## config.mk

```make
export PLATFORM = sky130hd
export DESIGN_NAME = pipe_stall_ctrl_flat
export DESIGN_NICKNAME = d
export VERILOG_FILES = /design/src/rtl/pipe_stall_ctrl_if.sv /design/src/rtl/pipe_stall_ctrl.sv /design/src/flat_wrapper.sv
export SDC_FILE = /design/constraint.sdc
export NUM_CORES = 1
export LEC_CHECK = 0
export ABC_AREA = 0
export BUFFER_PORTS_ARGS = -buffer_cell sky130_fd_sc_hd__buf_4
export CORE_UTILIZATION = 30
export CTS_CLUSTER_SIZE = 20
export DETAILED_ROUTE_END_ITERATION = 10
export GPL_TIMING_DRIVEN = 0
export RECOVER_POWER = 50
export REMOVE_ABC_BUFFERS = 1
export SLEW_MARGIN = 20
export SYNTH_ARGS = -nofsm -noshare
export SYNTH_HDL_FRONTEND = slang
export SYNTH_SLANG_ARGS = --single-unit
```

## constraint.sdc

```tcl
create_clock -name clk -period 1.97 [get_ports clk]
set_clock_uncertainty 0.15 [all_clocks]
set_input_delay 0.394 -clock clk [delete_from_list [all_inputs] [get_ports clk]]
set_output_delay 0.394 -clock clk [all_outputs]
set_load 0.02 [all_outputs]
```

## src/rtl/pipe_stall_ctrl_if.sv

```systemverilog
// Signal bundle between the pipeline datapath (master) and the stall controller (slave).
// halt_req is a level: the requester holds it until halted rises. The controller
// accepts it only in a RUN cycle with dmem_stall low; there is no separate ready.
interface pipe_stall_ctrl_if;
   logic        halt_req;
   logic        ld_use_haz;
   logic        br_taken;
   logic        imem_stall;
   logic        dmem_stall;
   logic        en_pc;
   logic        en_ifid;
   logic        en_idex;
   logic        en_exmem;
   logic        en_memwb;
   logic        flush_ifid;
   logic        flush_idex;
   logic [2:0]  state;
   logic        halted;
   logic        err;
   logic [15:0] stall_cnt;

   modport master (
      output halt_req, ld_use_haz, br_taken, imem_stall, dmem_stall,
      input  en_pc, en_ifid, en_idex, en_exmem, en_memwb,
      input  flush_ifid, flush_idex, state, halted, err, stall_cnt
   );

   modport slave (
      input  halt_req, ld_use_haz, br_taken, imem_stall, dmem_stall,
      output en_pc, en_ifid, en_idex, en_exmem, en_memwb,
      output flush_ifid, flush_idex, state, halted, err, stall_cnt
   );
endinterface

```

## src/rtl/pipe_stall_ctrl.sv

```systemverilog
// Pipeline stall/flush/halt controller with dmem-stall timeout and drain-before-halt.
// Define STALL_PERF_EN to add the saturating stall-cycle counter on stall_cnt.
module pipe_stall_ctrl #(
   parameter int unsigned TIMEOUT = 64,
   parameter int unsigned DRAIN   = 3
) (
   input  logic             clk,
   input  logic             rst,
   pipe_stall_ctrl_if.slave bus
);
   localparam int unsigned TW = $clog2(TIMEOUT);

   typedef enum logic [2:0] {
      S_RUN    = 3'd0,
      S_MSTALL = 3'd1,
      S_DRAIN  = 3'd2,
      S_HALT   = 3'd3,
      S_ERR    = 3'd4
   } state_e;

   state_e        state_q, state_d;
   logic [TW-1:0] timer_q, timer_d;
   logic [3:0]    drain_q, drain_d;

   logic run_en_pc, run_en_ifid, run_fl_ifid, run_fl_idex;
   logic en_pc, en_ifid, en_idex, en_exmem, en_memwb;
   logic fl_ifid, fl_idex, halted, err;

   // RUN-state hazard resolution with dmem_stall already known to be low.
   always_comb begin
      run_en_pc   = 1'b1;
      run_en_ifid = 1'b1;
      run_fl_ifid = 1'b0;
      run_fl_idex = 1'b0;
      if (bus.br_taken) begin
         run_fl_ifid = 1'b1;
         run_fl_idex = 1'b1;
      end else if (bus.ld_use_haz) begin
         run_en_pc   = 1'b0;
         run_en_ifid = 1'b0;
         run_fl_idex = 1'b1;
      end else if (bus.imem_stall) begin
         run_en_pc   = 1'b0;
         run_fl_ifid = 1'b1;
      end
   end

   always_ff @(posedge clk or posedge rst) begin
      if (rst) begin
         state_q <= S_RUN;
         timer_q <= '0;
         drain_q <= '0;
      end else begin
         state_q <= state_d;
         timer_q <= timer_d;
         drain_q <= drain_d;
      end
   end

   always_comb begin
      state_d  = state_q;
      timer_d  = timer_q;
      drain_d  = drain_q;
      en_pc    = 1'b0;
      en_ifid  = 1'b0;
      en_idex  = 1'b0;
      en_exmem = 1'b0;
      en_memwb = 1'b0;
      fl_ifid  = 1'b0;
      fl_idex  = 1'b0;
      halted   = 1'b0;
      err      = 1'b0;
      case (state_q)
         S_RUN: begin
            if (bus.dmem_stall) begin
               state_d = S_MSTALL;
               timer_d = TW'(1);
            end else begin
               en_pc    = run_en_pc;
               en_ifid  = run_en_ifid;
               en_idex  = 1'b1;
               en_exmem = 1'b1;
               en_memwb = 1'b1;
               fl_ifid  = run_fl_ifid;
               fl_idex  = run_fl_idex;
               if (bus.halt_req) begin
                  state_d = S_DRAIN;
                  drain_d = '0;
               end
            end
         end
         S_MSTALL: begin
            // halt_req is not looked at here; the requester keeps it asserted.
            if (!bus.dmem_stall) begin
               en_pc    = run_en_pc;
               en_ifid  = run_en_ifid;
               en_idex  = 1'b1;
               en_exmem = 1'b1;
               en_memwb = 1'b1;
               fl_ifid  = run_fl_ifid;
               fl_idex  = run_fl_idex;
               state_d  = S_RUN;
               timer_d  = '0;
            end else if (timer_q == TW'(TIMEOUT - 1)) begin
               state_d = S_ERR;
            end else begin
               timer_d = timer_q + TW'(1);
            end
         end
         S_DRAIN: begin
            if (!bus.dmem_stall) begin
               en_ifid  = 1'b1;
               en_idex  = 1'b1;
               en_exmem = 1'b1;
               en_memwb = 1'b1;
               fl_ifid  = 1'b1;
               if (drain_q == 4'(DRAIN - 1)) begin
                  state_d = S_HALT;
               end else begin
                  drain_d = drain_q + 4'd1;
               end
            end
         end
         S_HALT: halted = 1'b1;
         S_ERR:  err    = 1'b1;
         default: state_d = S_ERR;
      endcase
      // A latch receiving both flush and enable clears; flush wins inside the latch.
      if (rst) begin
         en_pc    = 1'b0;
         en_ifid  = 1'b0;
         en_idex  = 1'b0;
         en_exmem = 1'b0;
         en_memwb = 1'b0;
         fl_ifid  = 1'b0;
         fl_idex  = 1'b0;
         halted   = 1'b0;
         err      = 1'b0;
      end
   end

   assign bus.en_pc      = en_pc;
   assign bus.en_ifid    = en_ifid;
   assign bus.en_idex    = en_idex;
   assign bus.en_exmem   = en_exmem;
   assign bus.en_memwb   = en_memwb;
   assign bus.flush_ifid = fl_ifid;
   assign bus.flush_idex = fl_idex;
   assign bus.state      = state_q;
   assign bus.halted     = halted;
   assign bus.err        = err;

`ifdef STALL_PERF_EN
   logic [15:0] cnt_q, cnt_d;

   always_comb begin
      cnt_d = cnt_q;
      if (!en_pc && (state_q == S_RUN || state_q == S_MSTALL || state_q == S_DRAIN)
          && cnt_q != 16'hFFFF) begin
         cnt_d = cnt_q + 16'd1;
      end
   end

   always_ff @(posedge clk or posedge rst) begin
      if (rst) cnt_q <= '0;
      else     cnt_q <= cnt_d;
   end

   assign bus.stall_cnt = cnt_q;
`else
   assign bus.stall_cnt = 16'd0;
`endif
endmodule
```

## src/flat_wrapper.sv

```systemverilog
// flat-port wrapper written by rule: the top's interface ports become plain ports
module pipe_stall_ctrl_flat 
#(
   parameter int unsigned TIMEOUT = 64,
   parameter int unsigned DRAIN   = 3
)
  (clk, rst, bus_halt_req, bus_ld_use_haz, bus_br_taken, bus_imem_stall, bus_dmem_stall, bus_en_pc, bus_en_ifid, bus_en_idex, bus_en_exmem, bus_en_memwb, bus_flush_ifid, bus_flush_idex, bus_state, bus_halted, bus_err, bus_stall_cnt);
  pipe_stall_ctrl_if bus_i ();
  input  logic clk;
  input  logic rst;
  input wire logic [$bits(bus_i.halt_req)-1:0] bus_halt_req;
  input wire logic [$bits(bus_i.ld_use_haz)-1:0] bus_ld_use_haz;
  input wire logic [$bits(bus_i.br_taken)-1:0] bus_br_taken;
  input wire logic [$bits(bus_i.imem_stall)-1:0] bus_imem_stall;
  input wire logic [$bits(bus_i.dmem_stall)-1:0] bus_dmem_stall;
  output wire logic [$bits(bus_i.en_pc)-1:0] bus_en_pc;
  output wire logic [$bits(bus_i.en_ifid)-1:0] bus_en_ifid;
  output wire logic [$bits(bus_i.en_idex)-1:0] bus_en_idex;
  output wire logic [$bits(bus_i.en_exmem)-1:0] bus_en_exmem;
  output wire logic [$bits(bus_i.en_memwb)-1:0] bus_en_memwb;
  output wire logic [$bits(bus_i.flush_ifid)-1:0] bus_flush_ifid;
  output wire logic [$bits(bus_i.flush_idex)-1:0] bus_flush_idex;
  output wire logic [$bits(bus_i.state)-1:0] bus_state;
  output wire logic [$bits(bus_i.halted)-1:0] bus_halted;
  output wire logic [$bits(bus_i.err)-1:0] bus_err;
  output wire logic [$bits(bus_i.stall_cnt)-1:0] bus_stall_cnt;
  assign bus_i.halt_req = bus_halt_req;
  assign bus_i.ld_use_haz = bus_ld_use_haz;
  assign bus_i.br_taken = bus_br_taken;
  assign bus_i.imem_stall = bus_imem_stall;
  assign bus_i.dmem_stall = bus_dmem_stall;
  assign bus_en_pc = bus_i.en_pc;
  assign bus_en_ifid = bus_i.en_ifid;
  assign bus_en_idex = bus_i.en_idex;
  assign bus_en_exmem = bus_i.en_exmem;
  assign bus_en_memwb = bus_i.en_memwb;
  assign bus_flush_ifid = bus_i.flush_ifid;
  assign bus_flush_idex = bus_i.flush_idex;
  assign bus_state = bus_i.state;
  assign bus_halted = bus_i.halted;
  assign bus_err = bus_i.err;
  assign bus_stall_cnt = bus_i.stall_cnt;
  pipe_stall_ctrl #(.TIMEOUT(TIMEOUT), .DRAIN(DRAIN)) u_core (.clk(clk), .rst(rst), .bus(bus_i));
endmodule
```

==> results.tsv <==
metric	value	unit
Overflow after GRT	0	
Ys Warns	0	
CTS Hold Buffers Added	0	
Slew HR	64.9	%
fin crit period	2.10	ns
drt pass-1 iters	4	
CP Max Fanout	6	
top_reg_cell synth	dfrtp_1	
met2 usage in global routing	22.1	%
Synth area leaders	dfrtp_1 (32%), buf_4 (14%), nor2_1 (4.8%)	
Post-synth ARST share	100	%
CTS tree	done	
power density over the cells	404	mW/mm^2
Overall Global Routing Usage	13.5	%
max_cap viols	0	
Clk Latency, worst-skew pair	0.28	ns
Mapped Area	0.00101	sq mm
RSZ-0062 raised after global routing	yes	
critical path type	flip-flop to output pin	
worst slew pin tran	0.525	ns
Initial Util	32.4	%
Sequential Area	329	sq um
first-pass GRT wire length	3.61	mm
Root Driver	clkbuf_4	
met3 usage	3.90	%
Cell Chain, Critical Path	or3b_4 > o21ai_2 > nor3b_2 > buf_4	
Slew Viols, Final	0	
slowest stage cell on the critical path	dfrtp_2	
required time worst endpoint	1.43	ns
wire per inst	12.1	um
count leader, synth	buf_4	
Synth-to-Final Area Change	23.3	%
H-tree lvl count	1	
drc violations	0	
Starting DRT DRC Count	9	
Startpoint Class	flip-flop	
largest net degree at the start of global routing	15	
leakage power	0.000578	uW
post-route ant nets	0	
WL final	2.26	mm
status	finished with violations	
Critical Path End Type	output pin	
fillers	324	
maximum vdd drop	0.000285	V
Die ar.	0.00361	sq mm
largest area contributor in the netlist	dfrtp_1	
post-synth cell types	40	
failing checks	setup timing	
Post-synth EDFFs	0	
core area	0.00313	sq mm
Final Power	504	uW
# IOs	35	
# port buffers	18	
combinational family with the most area after synthesis	simple AND/OR/NAND/NOR gates	
syn avg cell area	8.52	sq um
met1 Use GR	17.5	%
#FFs+latches synth	13	
Via Count	908	
final hold violation count	0	
final layout net count	153	
Worst path max stage delay	0.46	ns
GPL Wtd Cong	0.901	
mux share of post-synthesis cell area	2.10	%
sequential element share of the synthesized area	32.1	%
Max Buffers Root-to-Sink	2	
Cells after Synth	119	
area of the multi-input gates	614	sq um
setup violators final	7	
setup TNS	-0.412	ns
initial antenna violation count	0	
Worst EP arrival	1.56	ns
period utilization	107	%
compound-cell area share of the yosys netlist	20.1	%
Die W	60.1	um
routed vias/inst	4.88	
simple-gate share of the synthesized area	23.1	%
smallest hold slack	0.0646	ns
Adder-Cell Fraction of Synth Area	3.70	%
setup ws final	-0.134	ns
total CTS buffers	3	
Yosys top cell area share	32.1	%
Clock transition at path regs	0.09	ns
Die Y	60.1	um
Synth top cells by count	buf_4 (19), dfrtp_1 (13), nor2_1 (13), a21oi_1 (7), nand2_1 (6)	
share of cells above drive strength 1	35.2	%
Site Rows	20	
busiest grt layer	met2	
Final HPWL DP	1.53	mm
class of the worst hold path	primary input to asynchronous set/reset pin	
Diodes inserted	0	
Sink Count	13	
xor/xnor share of the synthesized area	0	%
Max Fclk	0.475	GHz
number of global-route vias before repair	812	
-- power breakdown --
group / internal, uW / total (uW) / leakage [uW] / switching [uW]
logic: 14.8 / 67.2 / 0.000399 / 52.4
registers: 268 / 269 / 0.000165 / 1.50
clock network: 78.5 / 168 / 0.0000150 / 89.4
-- kinds of logic (layout without fill, tap and decap cells) --
group,count (synthesis),in the layout
flops,13,13
other cells,1,16
compound gates,31,31
simple gates,42,42
mux,2,2
fa+ha+maj,3,3
buf+inv,27,35
-- registers in the layout, summed over array words and instances, names as in the netlist --
| register | count |
|---|---|
| u_core.bus.state | 3 |
| u_core.timer_q | 6 |
| u_core.drain_q | 4 |
-- cell usage in the layout (no fill, tap or decap), drive strengths merged, types with 2 or more instances in the layout --
master,synthesis,routed
a21oi,7,7
a41oi,2,2
and3,3,3
buf,21,26
clkbuf,1,4
conb,1,16
dfrtp,13,13
ha,3,3
inv,5,5
nand2,7,7
nand2b,2,2
nand3,5,5
nor2,14,14
nor3,2,2
nor4,2,2
o211ai,5,5
o21ai,8,8
o31ai,2,2
-- path summary, 6_finish.rpt --
kind / start / endpoint / slack, ns / cells past startpoint
min in group clk: bus_halt_req / u_core.bus.state[1]$_DFFE_PP0P_ / 0.22 / 3
setup reg to reg: u_core.bus.state[0]$_DFFE_PP0P_ / u_core.drain_q[3]$_DFFE_PP0P_ / 0.09 / 6
hold reg to reg: u_core.timer_q[4]$_DFFE_PP0P_ / u_core.timer_q[4]$_DFFE_PP0P_ / 0.38 / 1
max in group asynchronous: rst / u_core.bus.state[1]$_DFFE_PP0P_ / 1.23 / 2
setup / recovery: u_core.bus.state[2]$_DFFE_PP0P_ / bus_flush_ifid / -0.13 / 4
hold / removal: rst / u_core.timer_q[1]$_DFFE_PP0P_ / 0.06 / 2
-- repair_timing --
item	CTS	global route
setup buffers	7	1
pin swaps	2	3
cloned	0	0
gates resized for setup	17	3
endpoints found under the setup margin	7	10
-- area by class of cell --
cell class / instances / area share (%)
sequential: 13 / 26.3
tap: 44 / 4.40
timing repair buffer: 26 / 16.5
clock buffer: 4 / 2.10
inverter: 5 / 1.50
multi-input combinational: 94 / 49.1
-- critical path, delay by kind of cell, from the launching register on --
| kind | cells | cell delay [ns] |
|---|---|---|
| AO/OA/AOI/OAI | 1 | 0.07 |
| buffers and inverters | 1 | 0.16 |
| flip-flops | 1 | 0.46 |
| AND/OR/NAND/NOR | 2 | 0.59 |
-- per-layer routing --
metal,vias to the layer above,wire length (um),share of wire (%)
met3,2,103,4.6
met4,0,12,0.53
met1,441,1090,48
met5,-,0,0
li1,435,-,-
met2,30,1050,47
-- metrics by stage --
stage / utilization [%] / setup slack, ns / area, sq um / cells
floorplan: - / -2.09 / 901 / 112
global route: 40.0 / -0.200 / 1250 / 186
CTS: 39.4 / -0.173 / 1230 / 185
finish: 40.0 / -0.134 / 1250 / 186
detailed placement: 34.9 / -0.133 / 1090 / 174
global placement: 34.9 / -0.101 / 1090 / 174
No activity file was read; power rests on OpenSTA's default activity.
